--- config.mk ---
export PLATFORM = sky130hd
export DESIGN_NAME = spmv_merge_node_flat
export DESIGN_NICKNAME = d
export VERILOG_FILES = /design/src/rtl/spmv_merge_node_pkg.sv /design/src/rtl/spmv_merge_node_if.sv /design/src/rtl/spmv_merge_node_out_reg.sv /design/src/rtl/spmv_merge_node.sv /design/src/flat_wrapper.sv
export SDC_FILE = /design/constraint.sdc
export NUM_CORES = 1
export LEC_CHECK = 0
export CAP_MARGIN = 0
export CORE_ASPECT_RATIO = 1.4
export CORE_UTILIZATION = 50
export DETAILED_ROUTE_END_ITERATION = 8
export PLACE_DENSITY_LB_ADDON = 0.2
export RECOVER_POWER = 100
export SLEW_MARGIN = 10
export SYNTH_ARGS = -nofsm -noshare
export SYNTH_HDL_FRONTEND = slang
export SYNTH_HIERARCHICAL = 1
export SYNTH_SLANG_ARGS = --single-unit
--- constraint.sdc ---
create_clock -name clk -period 4 [get_ports clk]
set_clock_uncertainty 0.1 [all_clocks]
set_input_delay 1 -clock clk [delete_from_list [all_inputs] [get_ports clk]]
set_output_delay 1 -clock clk [all_outputs]
set_load 0.01 [all_outputs]
--- src/rtl/spmv_merge_node_pkg.sv ---
// Shared types for the SpMV reduction network: beat/lane structs and merge FSM states.
package spmv_pkg;

    localparam int IN_W = 32;
    localparam int ID_W = 32;

    typedef struct packed {
        logic [ID_W-1:0] id;
        logic [IN_W-1:0] val;
    } spmv_beat_t;

    typedef struct packed {
        logic [ID_W-1:0] id;
        logic [IN_W-1:0] val;
        logic            valid;
    } spmv_lane_t;

    typedef enum logic {
        PASS = 1'b0,
        HOLD = 1'b1
    } merge_state_e;

    function automatic spmv_beat_t lane_beat(spmv_lane_t l);
        spmv_beat_t b;
        b.id  = l.id;
        b.val = l.val;
        return b;
    endfunction

endpackage

--- src/rtl/spmv_merge_node_if.sv ---
// Two-lane network link: lanes a and b share a single ready driven by the consumer.
interface network_if;
    import spmv_pkg::*;

    spmv_lane_t a;
    spmv_lane_t b;
    logic       ready;

    modport master (output a, output b, input ready);
    modport slave  (input a, input b, output ready);

endinterface

--- src/rtl/spmv_merge_node_out_reg.sv ---
// One-entry valid/ready output register; the parent only loads when it is empty or draining.
module spmv_out_reg
    import spmv_pkg::*;
(
    input  logic       clk,
    input  logic       rst,
    input  logic       load,
    input  spmv_beat_t load_beat,
    input  logic       out_ready,
    output spmv_beat_t beat,
    output logic       valid
);

    spmv_beat_t beat_q, beat_d;
    logic       valid_q, valid_d;

    // Next contents: a new load replaces the entry, otherwise a transfer empties it.
    always_comb begin
        beat_d  = beat_q;
        valid_d = valid_q;
        if (load) begin
            beat_d  = load_beat;
            valid_d = 1'b1;
        end else if (valid_q && out_ready) begin
            valid_d = 1'b0;
        end
    end

    // Register update with synchronous reset.
    always_ff @(posedge clk) begin
        if (rst) begin
            beat_q  <= '0;
            valid_q <= 1'b0;
        end else begin
            beat_q  <= beat_d;
            valid_q <= valid_d;
        end
    end

    assign beat  = beat_q;
    assign valid = valid_q;

endmodule

--- src/rtl/spmv_merge_node.sv ---
// Two-lane merge/reduce node: sums equal-id pairs, serialises differing ids lowest first.
// Optional macro SPMV_MERGE_COUNT_EN adds the saturating merge_cnt output.
module spmv_merge_node
    import spmv_pkg::*;
#(
    parameter int IN_WIDTH = IN_W,
    parameter int ID_WIDTH = ID_W
) (
    input  logic                clk,
    input  logic                rst,
    network_if.slave            in,
    output logic [ID_WIDTH-1:0] out_id,
    output logic [IN_WIDTH-1:0] out_val,
    output logic                out_valid,
    input  logic                out_ready
`ifdef SPMV_MERGE_COUNT_EN
    ,
    output logic [31:0]         merge_cnt
`endif
);

    merge_state_e state_q, state_d;
    spmv_beat_t   hold_q, hold_d;
    spmv_beat_t   load_beat, ob;
    logic         load, space, accept;

`ifdef SPMV_MERGE_COUNT_EN
    logic [31:0] cnt_q, cnt_d;
`endif

    assign space    = !out_valid || out_ready;
    assign in.ready = !rst && (state_q == PASS) && space;
    assign accept   = in.ready && (in.a.valid || in.b.valid);

    // Next-state and output-register load selection; hold release takes priority over input.
    always_comb begin
        state_d   = state_q;
        hold_d    = hold_q;
        load      = 1'b0;
        load_beat = hold_q;
`ifdef SPMV_MERGE_COUNT_EN
        cnt_d     = cnt_q;
`endif
        if (state_q == HOLD) begin
            if (space) begin
                load    = 1'b1;
                state_d = PASS;
            end
        end else if (accept) begin
            load = 1'b1;
            if (in.a.valid && in.b.valid) begin
                if (in.a.id == in.b.id) begin
                    load_beat.id  = in.a.id;
                    load_beat.val = in.a.val + in.b.val;
`ifdef SPMV_MERGE_COUNT_EN
                    if (cnt_q != 32'hFFFF_FFFF) cnt_d = cnt_q + 32'd1;
`endif
                end else if (in.a.id < in.b.id) begin
                    load_beat = lane_beat(in.a);
                    hold_d    = lane_beat(in.b);
                    state_d   = HOLD;
                end else begin
                    load_beat = lane_beat(in.b);
                    hold_d    = lane_beat(in.a);
                    state_d   = HOLD;
                end
            end else if (in.a.valid) begin
                load_beat = lane_beat(in.a);
            end else begin
                load_beat = lane_beat(in.b);
            end
        end
    end

    // State and hold register; reset discards any held beat.
    always_ff @(posedge clk) begin
        if (rst) begin
            state_q <= PASS;
            hold_q  <= '0;
`ifdef SPMV_MERGE_COUNT_EN
            cnt_q   <= '0;
`endif
        end else begin
            state_q <= state_d;
            hold_q  <= hold_d;
`ifdef SPMV_MERGE_COUNT_EN
            cnt_q   <= cnt_d;
`endif
        end
    end

    spmv_out_reg u_out_reg (
        .clk       (clk),
        .rst       (rst),
        .load      (load),
        .load_beat (load_beat),
        .out_ready (out_ready),
        .beat      (ob),
        .valid     (out_valid)
    );

    assign out_id  = ob.id;
    assign out_val = ob.val;

`ifdef SPMV_MERGE_COUNT_EN
    assign merge_cnt = cnt_q;
`endif

endmodule

--- src/flat_wrapper.sv ---
// flat-port wrapper written by rule: the top's interface ports become plain ports
module spmv_merge_node_flat import spmv_pkg::*;
#(
    parameter int IN_WIDTH = IN_W,
    parameter int ID_WIDTH = ID_W
)
  (clk, rst, out_id, out_val, out_valid, out_ready, in_a, in_b, in_ready);
  network_if in_i ();
  input  logic clk;
  input  logic rst;
  output logic [ID_WIDTH-1:0] out_id;
  output logic [IN_WIDTH-1:0] out_val;
  output logic out_valid;
  input  logic out_ready;
  input wire logic [$bits(in_i.a)-1:0] in_a;
  input wire logic [$bits(in_i.b)-1:0] in_b;
  output wire logic [$bits(in_i.ready)-1:0] in_ready;
  assign in_i.a = in_a;
  assign in_i.b = in_b;
  assign in_ready = in_i.ready;
  spmv_merge_node #(.IN_WIDTH(IN_WIDTH), .ID_WIDTH(ID_WIDTH)) u_core (.clk(clk), .rst(rst), .in(in_i), .out_id(out_id), .out_val(out_val), .out_valid(out_valid), .out_ready(out_ready));
endmodule
==> results.md <==
* Clock Latency Late Sink at about 0.42 ns
* Remaining routing DRC violations at 0
* Status: finished, final reports clean
* Worst EP arrival at slightly above 4 ns
* Required time of the critical path at 4.17 ns
* Total wire length at 31.38 mm
* Starting DRT DRC Count at 855
* Worst hold margin at 0.3825 ns
* Worst setup SP type: input pin
* Core area at 0.01875 mm2
* Die footprint at 0.01985 mm2
* Vias in the first global route at about 10000
* Synth top cells by count: 208 x nor2_1, 130 x dfxtp_1, 118 x mux2i_1, 93 x a21oi_1, 69 x a211oi_1
* Top cell type's share of synthesized area at 27.00%
* R2r endpoint: u_core/hold_q[12]
* Hold Vio Cnt, Final at 0
* Setup violations, final at 0
* Pre-Repair DR Iteration Count at 5
* Initial antenna violation count at 0
* Fin area at 0.01375 mm2
* Grt total ovfl at 0
* CTS tree: built
* Chip width at between 100 and 150 um
* Tmin final at 3.956 ns
* Worst vdd ir at between 0.0002 and 0.0003 V
* Final RePlAce weighted congestion at 0.9214
* Area Overhead vs Synth at 42.68%
* Max Fanout on Critical Path at 6
* Worst Setup EP: u_core/u_out_reg/beat[30]
* H-tree depth at 4
* Sequential area share after synthesis at 27.00%
* Final antenna-violating net count at 0
* Final Total Pwr at 4.469 mW
* I/O pins at 199
* Detailed Place HPWL at 20.76 mm
* Ys Warns at 6
* Fraction of layout cells with a size suffix above 1 at 20.83%
* Final worst slack at 0.04407 ns
* Clock Pin Slew Worst Setup and Hold Paths at 0.06 ns
* CTS Buffer Depth at 2
* Number of synthesized register bits at 130
* Via/cell ratio at 5.945
* Max-Cap Viols at 0
* Vert. Die Dim at 166.3 um
* Critical path type: in2reg
* Synth top area cells: dfxtp_1 27%, mux2i_1 12%, ha_1 8.2%
* First-pass GRT wire length at 47.92 mm
* Fin nets at 1677
* Post-synth EDFFs at 0
* Initial Utilization at 51.41%
* Antenna Cells at 0
* Synth Instances at ~1200
* CTS buffer count at 17
* FFs w/ async S/R, synth at 0%
* IO Port Bufs at just under 200
* Cell Area, Placed at about 0.013 mm2
* Worst-Margin Slew at 1.064 ns
* Pwr per Cell Area at between 300 and 400 mW/mm2
* CP endpoint kind: flop
* CTS Hold Bufs at 0
* Final Max Tran Viols at 0
* DP Worst Slack at -0.4684 ns
* Pin count of the biggest net entering global routing at 112
* Top-count cell post-synth: nor2_1
* Drt wl/cell at ~18 um
* Via count at approximately 10000
* Row count at between 50 and 60
* Mapped cell area at roughly 0.0096 mm2
* Fmax at 0.2528 GHz
* CP startpoint: in_b[12]
* Static Leakage at 5.912 nW
* Most used DFF post-synth: dfxtp_1
* Synth area leader: dfxtp_1
* Synth Net Count at 1377
* Clock Tree Root: clkbuf_16
* Period utilisation layout at 98.90%
* Clock sink count at 130
* Max-slew headroom at 29.06%
* R2r startpoint: u_core/u_out_reg/valid
* Gr usage total at 29.85%
* Hold Path Class: reg2reg
* Syn avg cell area at approximately 8.2 um2
* Post-synth cell types at 67
* Worst reg2reg setup slack at 1.27 ns
* R2R cell count at 9
==> cell usage in the layout (no fill, tap or decap), types with 8 or more instances in the layout <==
cell / instances
buf_12: 10
o21a_1: 10
buf_4: 150
clkdlybuf4s50_1: 122
inv_1: 42
ha_1: 53
or2_2: 23
dfxtp_1: 130
nand2_1: 39
dlymetal6s2s_1: 9
a211oi_1: 66
clkbuf_16: 20
mux2i_1: 118
dlygate4sd3_1: 66
nand3_1: 17
ha_4: 8
a21o_1: 13
o221a_2: 34
xnor2_1: 16
a22oi_1: 25
a211oi_2: 11
o21ai_0: 34
a221o_1: 16
nor2_1: 205
o21ai_1: 9
a21oi_1: 85
==> what timing repair did <==
item,in CTS,in global routing
resized for setup,0,54
gates cloned,0,4
pin swaps,1,16
buffers inserted,0,6
setup endpoints to repair,3,82
==> layer usage <==
metal	global-route usage, %	share of wire [%]
met5	0	0
met1	33.49	39
met2	54.12	51
met4	14.35	3.4
met3	4.876	6.2
==> worst min-delay path by stage <==
stage / slack [ns] / startpoint / depth (start not counted) / to
floorplan: 0.35 / u_core/state_q / 2 / u_core/state_q
global placement: 0.36 / u_core/state_q / 2 / u_core/state_q
detailed placement: 0.38 / u_core/u_out_reg/valid / 2 / u_core/u_out_reg/valid
CTS: 0.38 / u_core/state_q / 2 / u_core/state_q
global route: 0.41 / u_core/state_q / 2 / u_core/state_q
finish: 0.38 / u_core/state_q / 2 / u_core/state_q
==> state kept, by name, indices dropped and copies added, names as in the netlist <==
name and cells:
u_core/hold_q 64, u_core/u_out_reg/valid 1, u_core/u_out_reg/beat 64, u_core/state_q 1
==> critical path, stage by stage <==
cell and delay [ns]:
clkdlybuf4s50_1 0.55, ha_2 0.34, a21o_1 0.18, a21o_1 0.17
a221oi_1 0.26, o31a_1 0.29, a31oi_1 0.18, o211ai_1 0.32
a21oi_2 0.13, nor4b_1 0.17, or3_1 0.34, mux2i_1 0.15
nor2_1 0.06
==> area by class of cell <==
type,count,area (um2)
clock inverter,15,165.2
multi-input combinational,922,6664
clock buffer,17,425.4
inverter,47,176.4
tap,244,305.3
fill,1443,4997
timing repair buffer,362,3415
sequential,130,2603
==> report_power, final <==
part           leakage [nW]  total [mW]  switching, mW  internal, mW
logic                  4.57        1.47          0.726         0.741
clock network         0.283        1.59          0.703         0.887
registers              1.06        1.41         0.0394          1.37
==> metrics by stage <==
| stage | utilization, % | setup TNS [ns] | std cells |
|---|---|---|---|
| floorplan | - | 0 | 1180 |
| global placement | 68.29 | -34.10 | 1695 |
| detailed placement | 68.29 | -34.81 | 1695 |
| CTS | 71.44 | 0 | 1727 |
| global route | 73.35 | -0.08995 | 1737 |
| finish | 73.35 | 0 | 1737 |
==> kinds of logic after synthesis <==
family / synth area share (%)
mux: 12.84
fa+ha+maj: 8.385
simple gates: 16.51
compound gates: 26.71
flops: 27.00
xor+xnor: 2.090
buf+inv: 6.464
Power figures use the tool's default switching activity.
